===== src/rtl/mem_access_unit.sv =====
// Load/store stage: turns an ALU effective address plus rt into one data-memory
// transaction and returns the formatted load value or a store completion.
module mem_access_unit #(
   parameter int ADDR_WIDTH = 32,
   parameter int DATA_WIDTH = 32
) (
   input  logic                  clk,
   input  logic                  rst,
   input  logic                  req_valid,
   output logic                  req_ready,
   input  logic [3:0]            req_op,
   input  logic [ADDR_WIDTH-1:0] req_addr,
   input  logic [DATA_WIDTH-1:0] req_wdata,
   output logic                  mem_req_valid,
   input  logic                  mem_req_ready,
   output logic [ADDR_WIDTH-1:0] mem_addr,
   output logic                  mem_wen,
   output logic [3:0]            mem_strb,
   output logic [DATA_WIDTH-1:0] mem_wdata,
   input  logic [DATA_WIDTH-1:0] mem_rdata,
   input  logic                  mem_rdata_valid,
   output logic                  resp_valid,
   output logic [DATA_WIDTH-1:0] resp_data,
   output logic                  resp_addr_err
);

   typedef enum logic [1:0] {S_IDLE, S_REQ, S_WAIT, S_RESP} state_t;

   state_t      r_state;
   logic [3:0]  r_op;
   logic [1:0]  r_n;
   logic [31:0] r_rt;
   logic        w_misalign;
   logic        w_undef;

   function automatic logic [31:0] load_fmt(input logic [3:0] op, input logic [1:0] n,
                                            input logic [31:0] rd, input logic [31:0] rt);
      logic [31:0] sh;
      logic [15:0] h;
      sh = rd >> {n, 3'b000};
      h  = n[1] ? rd[31:16] : rd[15:0];
      case (op)
         4'd0:    return {{24{sh[7]}}, sh[7:0]};
         4'd4:    return {24'h0, sh[7:0]};
         4'd1:    return {{16{h[15]}}, h};
         4'd5:    return {16'h0, h};
         // LWL/LWR: memory bytes replace one end of rt, the rest of rt survives
         4'd2:    return (rd << {~n, 3'b000}) | (rt & (32'h00FF_FFFF >> {n, 3'b000}));
         4'd6:    return sh | (rt & ~(32'hFFFF_FFFF >> {n, 3'b000}));
         default: return rd;
      endcase
   endfunction

   function automatic logic [3:0] st_strb(input logic [3:0] op, input logic [1:0] n);
      case (op)
         4'd8:    return 4'b0001 << n;
         4'd9:    return n[1] ? 4'b1100 : 4'b0011;
         4'd11:   return 4'b1111;
         4'd10:   return 4'b1111 >> ~n;
         4'd14:   return 4'b1111 << n;
         default: return 4'b0000;
      endcase
   endfunction

   function automatic logic [31:0] st_data(input logic [3:0] op, input logic [1:0] n,
                                           input logic [31:0] rt);
      case (op)
         4'd8:    return {4{rt[7:0]}};
         4'd9:    return {2{rt[15:0]}};
         4'd11:   return rt;
         4'd10:   return rt >> {~n, 3'b000};
         4'd14:   return rt << {n, 3'b000};
         default: return 32'h0;
      endcase
   endfunction

   always_comb begin
      w_misalign = 1'b0;
      case (req_op)
         4'd1, 4'd5, 4'd9: w_misalign = req_addr[0];
         4'd3, 4'd11:      w_misalign = |req_addr[1:0];
         default:          w_misalign = 1'b0;
      endcase
   end

   assign w_undef   = req_op inside {4'd7, 4'd12, 4'd13, 4'd15};
   assign req_ready = (r_state == S_IDLE) && !rst;

   always_ff @(posedge clk or posedge rst) begin
      if (rst) begin
         r_state       <= S_IDLE;
         r_op          <= 4'd0;
         r_n           <= 2'd0;
         r_rt          <= 32'h0;
         mem_req_valid <= 1'b0;
         mem_addr      <= '0;
         mem_wen       <= 1'b0;
         mem_strb      <= 4'b0000;
         mem_wdata     <= '0;
         resp_valid    <= 1'b0;
         resp_data     <= '0;
         resp_addr_err <= 1'b0;
      end else begin
         case (r_state)
            S_IDLE: begin
               if (req_valid) begin
                  r_op <= req_op;
                  r_n  <= req_addr[1:0];
                  r_rt <= req_wdata;
                  if (w_misalign || w_undef) begin
                     resp_valid    <= 1'b1;
                     resp_data     <= '0;
                     resp_addr_err <= w_misalign;
                     r_state       <= S_RESP;
                  end else begin
                     mem_req_valid <= 1'b1;
                     mem_addr      <= {req_addr[ADDR_WIDTH-1:2], 2'b00};
                     mem_wen       <= req_op[3];
                     mem_strb      <= st_strb(req_op, req_addr[1:0]);
                     mem_wdata     <= st_data(req_op, req_addr[1:0], req_wdata);
                     r_state       <= S_REQ;
                  end
               end
            end
            S_REQ: begin
               if (mem_req_ready) begin
                  mem_req_valid <= 1'b0;
                  if (mem_wen) begin
                     resp_valid    <= 1'b1;
                     resp_data     <= '0;
                     resp_addr_err <= 1'b0;
                     r_state       <= S_RESP;
                  end else begin
                     r_state <= S_WAIT;
                  end
               end
            end
            S_WAIT: begin
               if (mem_rdata_valid) begin
                  resp_valid    <= 1'b1;
                  resp_data     <= load_fmt(r_op, r_n, mem_rdata, r_rt);
                  resp_addr_err <= 1'b0;
                  r_state       <= S_RESP;
               end
            end
            S_RESP: begin
               resp_valid    <= 1'b0;
               resp_data     <= '0;
               resp_addr_err <= 1'b0;
               r_state       <= S_IDLE;
            end
            default: r_state <= S_IDLE;
         endcase
      end
   end

endmodule


===== config.mk =====
export PLATFORM = sky130hd
export DESIGN_NAME = mem_access_unit
export DESIGN_NICKNAME = d
export VERILOG_FILES = /design/src/rtl/mem_access_unit.sv
export SDC_FILE = /design/constraint.sdc
export NUM_CORES = 1
export LEC_CHECK = 0
export CAP_MARGIN = 40
export CORE_AREA = 2 2 163 165
export DETAILED_ROUTE_END_ITERATION = 12
export DIE_AREA = 0 0 165 167
export SYNTH_ARGS = -nofsm -noshare
export SYNTH_HDL_FRONTEND = slang
export SYNTH_SLANG_ARGS = --single-unit

===== constraint.sdc =====
create_clock -name clk -period 12.8 [get_ports clk]
set_input_delay 1.28 -clock clk [delete_from_list [all_inputs] [get_ports clk]]
set_output_delay 1.28 -clock clk [all_outputs]
set_load 0.005 [all_outputs]

* Yosys cells after proc, flatten, opt, wreduce, memory -nomap -nowiden
Index checks and enable logic that the tools add are counted.
Operators by class: equal/unequal tests 26, shifts and indexed selects 9, multiplexer cells 34, bitwise logic cells 8, reductions and logical operators 15
Operators by type and width (number):
- 32-bit case mux with 6 select lines | 1
- 32-bit two-way mux | 5
- 32-bit case mux with 5 select lines | 1
- 32-bit case mux with 4 select lines | 1
- 32-bit AND | 2
- 32-bit bitwise OR | 2
- 32-bit by 5-bit left shift with 32-bit output | 2
- 32-bit by 5-bit >> shifter with 32-bit output | 2
- 4-bit == test, second input constant | 8
- 32-bit inverter | 1
- 24-bit by 5-bit >> shifter with 32-bit output, first input constant | 1
- 32-bit by 5-bit >> shifter with 32-bit output, first input constant | 1
- 4-bit by 3-bit == test with 1-bit output, second input constant | 5
- 4-bit case mux with 5 select lines | 1
- 16-bit two-way mux | 1
- 1-bit two-way mux | 14
- 2-bit != test, second input constant | 5
- 4-bit by 1-bit == test with 1-bit output, second input constant | 2
- 4-bit by 2-bit == test with 1-bit output, second input constant | 2
- 2-bit two-way mux | 4
- 1-bit case mux with 4 select lines | 2
- 2-bit case mux with 4 select lines | 1
- 3-bit AND reduction | 2
- 5-bit AND reduction | 1
- other kinds (21) | 25
Storage, ports and cells: flip-flop bits (word level) 142, output and inout port bits 105

* Longest topological paths before layout
Gate-level depths: netlist of the first run.
word-level depth 7, mapped depth 9, depth with buffers taken out 7

* Worst setup path before layout of the first run
Ideal clock, no wire load.
path kind input to register, start input port req_op[1], end register resp_data[25], arrival 2595 ps, required time 12673 ps, path slack 10077 ps, stages on the path 7, cell sequence buf_2 > nand2b_4 > or2_4 > a31o_1 > buf_2 > buf_6 > mux2_1
Between the ends: cells in the longest elaborated chain, start to end 6, elaborated cells between the ends (all ways) 16
Ends and longest elaborated chain:
- start: declaration | RTL line 11 | input logic [3:0] req_op,
- 4-bit == test, or another cell as far along | RTL line 79 | case (req_op)
- 3-bit OR reduction / 2-bit OR reduction (equally long branches) | RTL line 79
- 1-bit case mux with 2 select lines | RTL line 79
- 1-bit logical OR (*) | RTL line 110 | if (w_misalign || w_undef) begin
- 2-bit by 1-bit != test with 1-bit output (no source line) (*)
- 5-bit AND reduction (no source line) (*)
- end signal: assignment | RTL line 141 | resp_data <= load_fmt(r_op, r_n, mem_rdata, r_rt);
- end: declaration | RTL line 23 | output logic [DATA_WIDTH-1:0] resp_data,
Every way passes the cells marked *; elsewhere a longest branch is shown, timed or not. A chain may end at the register's enable or synchronous reset.

* Worst setup path after layout of the first run
start input port rst, end output port req_ready
Between the ends: cells in the longest elaborated chain, start to end 2
Ends and longest elaborated chain:
- start: declaration | RTL line 8 | input logic rst,
- 1-bit zero test (no source line)
- 1-bit logical AND | RTL line 87 | assign req_ready = (r_state == S_IDLE) && !rst;
- end: declaration | RTL line 10 | output logic req_ready,
No other way between the ends.

==> results of run 1 <==
==> registers in the layout, summed over array words and instances, names as in the netlist <==
signal         flops
mem_strb           4
resp_valid         1
resp_data         32
mem_addr          30
mem_req_valid      1
r_rt              32
mem_wen            1
resp_addr_err      1
r_n                2
mem_wdata         32
r_state            2
r_op               4
==> metrics by stage <==
stage | instances | hold slack [ns] | total power [mW]
after floorplan | 874 | 0.473 | 1.51
after global placement | 1354 | 0.460 | 1.95
after detailed placement | 1361 | 0.467 | 1.99
after CTS | 1393 | 0.480 | 2.47
after global routing | 1394 | 0.495 | 2.63
final | 1394 | 0.473 | 2.46
==> worst max-delay path: stages <==
cell                              delay [ns]
sky130_fd_sc_hd__clkdlybuf4s50_1        0.48
sky130_fd_sc_hd__nor2b_1                0.14
sky130_fd_sc_hd__clkdlybuf4s50_1        0.52
==> kinds of logic after synthesis <==
kind of cell | count (synthesis) | synth area share
multiplexers | 174 | 0.242
flip-flops | 142 | 0.401
adder cells (fa/ha/maj) | 5 | 0.00706
buffers and inverters | 86 | 0.0487
other | 1 | 0.000423
AO/OA/AOI/OAI | 262 | 0.193
AND/OR/NAND/NOR | 203 | 0.108
==> power by group <==
| group | leakage [nW] | switching, mW | internal, mW |
|---|---|---|---|
| sequential | 1.81 | 0.142 | 0.629 |
| combinational | 2.66 | 0.571 | 0.643 |
| clock | 0.268 | 0.218 | 0.255 |
| total | 4.74 | 0.931 | 1.53 |
==> synthesized netlist by cell type (all sizes together), types with 11 or more instances <==
master	instances	area, µm²
o22ai	14	87.6
mux2i	49	490
a221oi	13	114
mux4	20	450
a31oi	14	87.6
nor2	34	138
buf	48	289
a21oi	41	205
or2	11	71.3
mux2	105	1200
nand2	112	423
clkbuf	25	93.8
inv	13	48.8
o31ai	19	143
a22oi	18	135
o21ai	86	434
nor2b	15	93.8
dfrtp	142	3550
==> metal layers <==
metal,part of all wire,track usage
met5,0,0
met4,0.021,0.0609
met3,0.075,0.0518
met2,0.43,0.291
met1,0.47,0.304
==> cell type report <==
| cell class | instances | share of cell area |
|---|---|---|
| Tap cell | 335 | 0.0356 |
| Clock inverter | 14 | 0.0105 |
| Inverter | 13 | 0.00457 |
| Sequential cell | 142 | 0.302 |
| Clock buffer | 18 | 0.0364 |
| Timing Repair Buffer | 225 | 0.194 |
| Multi-Input combinational cell | 646 | 0.417 |
| Antenna cell | 1 | 0.000212 |
==> placed cells by master (no fill, tap or decap), types with 19 or more instances in the layout <==
| cell | Yosys | final |
|---|---|---|
| sky130_fd_sc_hd__clkdlybuf4s50_1 | 0 | 206 |
| sky130_fd_sc_hd__dfrtp_1 | 142 | 140 |
| sky130_fd_sc_hd__nand2_1 | 111 | 111 |
| sky130_fd_sc_hd__mux2_2 | 95 | 95 |
| sky130_fd_sc_hd__o21ai_0 | 81 | 81 |
| sky130_fd_sc_hd__mux2i_1 | 49 | 49 |
| sky130_fd_sc_hd__a21oi_1 | 41 | 40 |
| sky130_fd_sc_hd__nor2_1 | 32 | 32 |
| sky130_fd_sc_hd__mux4_2 | 20 | 20 |
| sky130_fd_sc_hd__o31ai_1 | 19 | 19 |
==> path summary, 6_finish.rpt <==
check                                end  slack (ns)  cells after the start
max in group asynchronous  mem_wdata[15]       10.11                      3
setup / recovery               req_ready        9.09                      3
min in group asynchronous        mem_wen        1.40                      2
setup reg to reg           resp_data[26]       10.24                      6
hold / removal              resp_data[3]        0.47                      2
hold reg to reg             resp_data[3]        0.47                      2
==> results list, run 1 <==
- The sequential cells in the finished layout cover a total of 3560 µm².
- The worst setup path is launched from an input port.
- Pins over their slew limit: 0
* Die Ht: 167 µm
* Maximum VDD drop: 0.120 mV
- The final layout contains 1155 nets.
- Post-CTS timing repair inserted 0 buffers for setup.
* Via count: 7699
* Maximum clock rate: 0.270 GHz
* Unrepaired setup endpoints after global routing: no
* DRT iter0 DRCs: 661
- For this design the ratio of total power to cell area is 209 nW/µm².
- For this configuration, the core starts out at a cell density of 0.344.
- Once detail routing completed, the nets flagged for antenna violations numbered 0.
* Maximum count of clock buffers along a single path: 2
* Fraction of layout instances using a drive strength above 1: 0.188
- Status: finished, final reports clean
- Required time of the critical path: 11.52 ns
- Rows: 59
- Dominant register cell in the synthesized netlist: sky130_fd_sc_hd__dfrtp_1
* Vias per Instance: 5.52
* Sinks on Clock Net: 142
- # setup viols final: 0
- Routability congestion estimate from global placement: 0.860
* Growth of design area from synthesis to finish: 32.9%
- Average wire per cell in the routed design: 19.9 µm
* Count of flip-flops with a built-in enable after synthesis: 0
* Die Footprint: 27600 µm²
* Post-synthesis instance area: 8860 µm²
* Setup total negative slack: 0 ns
- The number of global-route vias before repair was 7405.
- For this run, asynchronously set or reset flops after synthesis account for 1.00.
* Critical Path End Type: output pin
* Total routing usage reported by global routing: 0.205
- The critical path is of the in2out type.
- In this run the worst hold path is classified as reg2reg.
- For this design the static power due to leakage is 4.74 nW.
* X dimension of the die: 165 µm
- Clock transition at the register clock pins on the worst setup and hold paths after CTS: 0.06 ns
* Crit Reg-Reg Startpoint: r_n[0]
- Number of standard cells after synthesis: 873
* Sequential element share of the synthesized area: 0.401
* Total area of multi-input combinational cells: 4910 µm²
- Max-cap violations in this run came to 0.
* CTS Hold Bufs: 0
- Slew Limit Headroom: 0.447
- Of all nets on the critical path, the largest fanout is 2.
* Root Buffer Master: sky130_fd_sc_hd__clkbuf_16
- Before antenna repair, the detailed router went through 5 iterations.
* Hpwl dp: 19.9 mm
* Origin of the worst min-delay path: resp_data[3]
* Final setup slack of the worst path: 9.09 ns
* Crit path arrival time: 2.43 ns
- In this run the number of H-tree levels came out at 4.
* Global-route wire length before repair: 43.8 mm
* Minimum period implied by the final worst setup slack: 3.71 ns
* Place WS: 8.91 ns
* TritonCTS clock tree: done
- The finished cells cover 11800 µm².
- The final layout contains routed wiring with a total length of 27.7 mm.
- In this run the count of I/O pins placed on the die edge is 210.
* Maximum number of pins on one net before global-route repair: 84
- Transition time at the pin with the least slew margin: 0.827 ns
* Remaining routing DRC violations: 0
* Final core occ: 0.457
* Antenna violations before repair: 1
* Synth warnings: 0
- Clock insertion delay at the later pin of the skew report: 0.42 ns
- The placed instances occupy a cell area of 11200 µm².
* Flop and latch count out of synthesis: 142
- For the final database, setup skew stands at 0.00784 ns.
- Share of the clock period used by the worst path: 0.290
- Number of fillers in the final layout: 2466
* Number of buffers added by the clock tree synthesis step: 17
- The region available for standard cell placement spans 25800 µm².
- Buffers placed on the I/O ports in this run total 207.
- Netlist cell types: 66
* Worst setup startpoint: rst
- The final hold violation count is 0.
- Dividing the synthesized area by the synthesized cell count gives 10.1 µm².
- GRT overflow: 0
- Gates resized, CTS repair: 0
No activity file was read; power rests on OpenSTA's default activity.
==> inputs of run 2 (changes only) <==
==> constraint.sdc (replaced) <==
create_clock -name clk -period 3.25 [get_ports clk]
set_input_delay 0.325 -clock clk [delete_from_list [all_inputs] [get_ports clk]]
set_output_delay 0.325 -clock clk [all_outputs]
set_load 0.005 [all_outputs]
==> results list, run 2 (synthesis results as in run 1) <==
- Headroom to the max-slew limit came out at 0.435.
* Detailed-route wire length: 27.9 mm
- Required time of the critical path: 3.56 ns
* Number of standard cells in the final layout excluding fillers: 1407
* Die Footprint: 27600 µm²
- In the final layout, the share of cells above drive strength 1 is 0.195.
- CTS saw 142 sinks.
- Number of buffers added for setup after CTS: 0
* Type of the most critical hold path: in2async
- Clock insertion delay at the later pin of the skew report: 0.43 ns
* CTS Hold Bufs: 0
* DRT iter0 DRCs: 661
* Leading cell types in the layout, fill and taps excluded: sky130_fd_sc_hd__clkdlybuf4s50_1, sky130_fd_sc_hd__dfrtp_1, sky130_fd_sc_hd__nand2_1, sky130_fd_sc_hd__mux2_2, sky130_fd_sc_hd__o21ai_0
- The pre-antenna-repair detailed-routing pass consisted of 8 iterations.
* Total Nets Final: 1169
- The floorplan step set the die height to 167 µm.
* Maximum clock rate: 0.403 GHz
* Critical path peak fanout: 27
* Minimum period implied by the final worst setup slack: 2.48 ns
* Final core occ: 0.460
* Cells on worst reg2reg path: 5
- Worst-path cell chain: buf_4, mux4_2, a22o_1, a211oi_1, o31ai_1
- Clock-pin slew was measured on the worst setup and hold paths at 0.06 ns.
* Hpwl dp: 20.0 mm
- Maximum count of clock buffers along a single path: 2
- The final hold violation count is 0.
- Via count: 7772
- Gates resized, CTS repair: 0
- The core region is 25800 µm².
- The tool flagged a number of max-cap violations equal to 0.
- Dividing the final minimum period by the clock period gives 0.763.
- At the pin with the least slew margin, the transition time is 0.845 ns.
- Setup total negative slack: 0 ns
- Antenna violations before repair: 0
* Slowest library cell on the worst path: sky130_fd_sc_hd__dfrtp_2
* Remaining routing DRC violations: 0
- Type of element launching the critical path: flop
* Growth of design area from synthesis to finish: 33.9%
* Number of top-level pins: 210
- The repair_antennas step left the layout with diodes totalling 0.
- Overall power consumption after layout is estimated at 9.93 mW.
- Average wire per cell in the routed design: 19.8 µm
* Pwr per Cell Area: 837 nW/µm²
- Crit Path Category: reg2reg
* Rows: 59
* Effective utilization at floorplan: 0.344
* Inst Count DP: 1375
* Routability congestion estimate from global placement: 0.845
- After detailed routing, the number of vias per cell comes to 5.52.
- Number of fillers in the final layout: 2419
- TritonCTS created 17 clock buffers.
- The library cell used most frequently in the layout, excluding fill and tap cells, is sky130_fd_sc_hd__clkdlybuf4s50_1.
- Maximum number of pins on one net before global-route repair: 61
- Critical Path End Type: flop
- Registers with the most flip-flops: mem_wdata x32, r_rt x32, resp_data x32
* Fin Clk Skew: 0.0131 ns
- The number of global-route vias before repair was 7415.
* Maximum VDD drop: 0.385 mV
- X dimension of the die: 165 µm
- CTS built an H-tree with a depth of 4.
- Post-route ant nets: 0
* Total routing usage reported by global routing: 0.204
- The first global-routing pass estimated 43.5 mm of wire.
- The root buffer cell chosen for the clock tree is sky130_fd_sc_hd__clkbuf_16.
- Setup repair after global routing left no endpoint under its margin.
- For this run the aggregate overflow at the end of global routing stands at 0.
- The analysis attributes to cell leakage a power of 4.79 nW.
- Pins over their slew limit: 0
- Number of buffers added on ports: 207
- The run finished with clean final reports.
- Setup violations remaining at the end of the flow were counted as 0.
- Crit path arrival time: 2.79 ns
- Maximum single-stage delay on the critical path: 0.89 ns
- TritonCTS clock tree: done
==> run 2: changes by cell type in the layout (fill, tap and decap cells not counted) <==
cell / previous run / this run
sky130_fd_sc_hd__buf_4: 11 / 30
sky130_fd_sc_hd__inv_6: 6 / 0
sky130_fd_sc_hd__clkbuf_1: 1 / 5
sky130_fd_sc_hd__bufinv_16: 0 / 3
sky130_fd_sc_hd__inv_8: 3 / 0
sky130_fd_sc_hd__buf_16: 2 / 0
sky130_fd_sc_hd__buf_8: 2 / 0
sky130_fd_sc_hd__a21oi_2: 0 / 1
sky130_fd_sc_hd__a21oi_4: 1 / 0
sky130_fd_sc_hd__buf_2: 2 / 1
sky130_fd_sc_hd__clkbuf_8: 0 / 1
sky130_fd_sc_hd__clkinvlp_4: 2 / 3
sky130_fd_sc_hd__diode_2: 1 / 0
==> run 2: per-layer routing <==
layer	up-vias	share of wire	track usage
met4	0	0.021	0.0605
met2	344	0.43	0.285
met5	-	0	0
met3	33	0.078	0.0406
li1	3616	-	-
met1	3779	0.47	0.314
==> run 2: per-stage QoR <==
| step | setup slack, ns | hold WS [ns] | instance area, µm² |
|---|---|---|---|
| 2_1_floorplan | 1.15 | 0.473 | 8870 |
| 3_5_place_dp | 0.571 | 0.467 | 11300 |
| 6_report | 0.772 | 0.395 | 11900 |
| 4_1_cts | 0.764 | 0.400 | 11900 |
| 3_3_place_gp | 0.634 | 0.464 | 11300 |
| 5_1_grt | 0.579 | 0.457 | 11900 |
==> run 2: area by class of cell <==
type	count	area [µm²]	area share
clock inverter	9	136	0.0115
sequential	142	3560	0.300
timing repair buffer	239	2330	0.197
tap	335	419	0.0353
multi-input combinational	646	4910	0.414
clock buffer	23	458	0.0386
inverter	13	52.6	0.00443
==> run 2: where the power goes <==
group          leakage (nW)  internal [mW]  switching (mW)
Clock                 0.282           1.23           0.780
Sequential             1.81           2.48           0.635
Combinational          2.70           2.59            2.22
==> run 2: worst max-delay path, delay by kind of cell, from the launching register on <==
family,cells,cell delay (ns)
flops,1,0.89
mux,1,0.53
compound gates,3,0.58
buf+inv,1,0.36
==> run 2: final timing paths <==
path,startpoint,to,slack [ns]
setup / recovery,r_n[0],resp_data[10],0.77
hold / removal,rst,mem_addr[21],0.40
setup reg to reg,r_n[0],resp_data[10],0.77
hold reg to reg,resp_data[0],resp_data[0],0.48
max in group asynchronous,rst,r_n[1],2.12
min in group clk,resp_data[0],resp_data[0],0.48
==> inputs of run 3 (changes only) <==
==> constraint.sdc (replaced) <==
create_clock -name clk -period 2.2 [get_ports clk]
set_input_delay 0.22 -clock clk [delete_from_list [all_inputs] [get_ports clk]]
set_output_delay 0.22 -clock clk [all_outputs]
set_load 0.005 [all_outputs]
==> results list, run 3 (synthesis results as in run 1) <==
- The first detailed-routing pass took 6 iterations.
- Based on the critical path, the design can be clocked at up to 0.489 GHz.
- From left edge to right edge, the die measures 165 µm.
- Maximum level of the CTS H-tree: 4
* Clock transition at the register clock pins on the worst setup and hold paths after CTS: 0.06 ns
* Critical Path End Type: flop
- Summed over all cells, the static leakage comes to 5.00 nW.
- Fin Clk Skew: 0.00875 ns
* Detailed-route wire length: 27.9 mm
* Type of the most critical hold path: in2async
* Total Nets Final: 1196
* Die Footprint: 27600 µm²
- Register area: 3560 µm²
* Registers with the most flip-flops: mem_wdata x32, r_rt x32, resp_data x32
- Entering global routing, the biggest net connects 90 pins.
- The first routing iteration left 745 violations.
* Number of buffers added on ports: 207
- Of the available clock period, the critical path in the final layout requires 0.929.
- Along the worst path, the maximum fanout reaches 17.
- Place WS: 0.0100 ns
- Fill cells in the final layout number 2406.
- Antenna diode count: 0
- Die Ht: 167 µm
* Hpwl dp: 20.5 mm
* TritonCTS clock tree: done
* GRT overflow: 0
- Final setup slack of the worst path: 0.156 ns
- The library cell used most frequently in the layout, excluding fill and tap cells, is sky130_fd_sc_hd__clkdlybuf4s50_1.
* Unrepaired setup endpoints after global routing: no
- At the worst endpoint, the required time is 2.50 ns.
* Maximum VDD drop: 0.534 mV
- For this run, the total global-route usage over all layers was measured as 0.205.
- Type of element launching the critical path: flop
- Clock insertion delay at the later pin of the skew report: 0.43 ns
* Leading cell types in the layout, fill and taps excluded: sky130_fd_sc_hd__clkdlybuf4s50_1, sky130_fd_sc_hd__dfrtp_1, sky130_fd_sc_hd__nand2_1, sky130_fd_sc_hd__mux2_2, sky130_fd_sc_hd__o21ai_0
* Vias per Instance: 5.51
- Summing over every cut layer, the via total after detailed routing is 7902.
- The final hold violation count is 0.
- Crit path arrival time: 2.34 ns
- Reported max-cap violation count: 0
- Rows: 59
- Sinks on Clock Net: 142
- The multi-input combinational cells in the finished layout cover a total of 4910 µm².
- The region available for standard cell placement spans 25800 µm².
- Remaining routing DRC violations: 0
- # setup viols final: 0
* Pins over their slew limit: 0
- Minimum period implied by the final worst setup slack: 2.04 ns
- In this run the power density over the cells is 1220 nW/µm².
- Setup total negative slack: 0 ns
- Relative to the synthesized area, the layout overhead comes to 37.9%.
- Transition time at the pin with the least slew margin: 0.560 ns
* CTS Hold Bufs: 0
- Maximum count of clock buffers along a single path: 2
- In this run the remaining antenna-violating nets after routing total 0.
* Antenna violations before repair: 0
- The number of global-route vias before repair came to 7497.
- Routability congestion estimate from global placement: 0.840
- Crit Path Category: reg2reg
* Root Buffer Master: sky130_fd_sc_hd__clkbuf_16
- Number of buffers added by the clock tree synthesis step: 17
* Effective utilization at floorplan: 0.344
- Average wire per cell in the routed design: 19.4 µm
- Number of top-level pins: 210
- The first global-routing pass estimated 44.0 mm of wire.
- Headroom to the max-slew limit came out at 0.625.
- Fraction of layout instances using a drive strength above 1: 0.221
- The run finished with clean final reports.
==> run 3: timing repair <==
action / in CTS / in global routing
pin swaps: 0 / 0
setup buffers: 1 / 0
endpoints found under the hold margin: 0 / 0
resized for setup: 1 / 3
endpoints found under the setup margin: 1 / 1
==> run 3: power by group <==
part           leakage (nW)  internal [mW]  total [mW]  switching, mW
Combinational          2.91           4.14        7.59           3.45
Clock                 0.283           1.70        2.88           1.18
Sequential             1.81           3.66        4.45          0.789
==> run 3: path summary, 6_finish.rpt <==
path / startpoint / to / slack, ns / cells after the start
worst max-delay path: r_n[1] / resp_data[13] / 0.16 / 6
min in group clk: req_addr[30] / mem_addr[30] / 0.40 / 2
worst min register to register: resp_data[3] / resp_data[3] / 0.48 / 2
worst min-delay path: rst / r_state[1] / 0.30 / 3
max in group asynchronous: rst / mem_wdata[31] / 1.46 / 3
worst max register to register: r_n[1] / resp_data[13] / 0.16 / 6
==> run 3: cell type report <==
cell class	count	area share
well taps	335	0.0343
multi-input cells	646	0.402
repair buffers	266	0.221
inverters	13	0.00430
clock inverters	13	0.0114
clock buffers	19	0.0363
flip-flops and latches	142	0.291
==> run 3: per-stage QoR <==
step	hold WS, ns	cell area (µm²)	util	cells	total power, mW
final	0.296	12200	0.474	1434	14.9
after global routing	0.340	12200	0.474	1434	15.9
after CTS	0.300	12200	0.474	1434	15.0
after detailed placement	0.469	11600	0.451	1401	12.1
after global placement	0.464	11600	0.451	1400	12.0
after floorplan	0.369	8870	-	874	8.77
==> run 3: per-layer routing <==
metal | track usage | routed length [µm] | share of wire
met3 | 0.0394 | 2000 | 0.072
met1 | 0.312 | 13200 | 0.47
met2 | 0.294 | 12200 | 0.44
met4 | 0.0537 | 423 | 0.015
met5 | 0 | 0 | 0
==> run 3: worst max-delay path, stage by stage, from the launching register on <==
cell                       delay, ns
sky130_fd_sc_hd__dfrtp_2        0.44
sky130_fd_sc_hd__buf_4          0.22
sky130_fd_sc_hd__buf_4          0.25
sky130_fd_sc_hd__mux4_2         0.32
sky130_fd_sc_hd__a22o_1         0.24
sky130_fd_sc_hd__a211oi_1       0.32
sky130_fd_sc_hd__o31ai_1        0.12
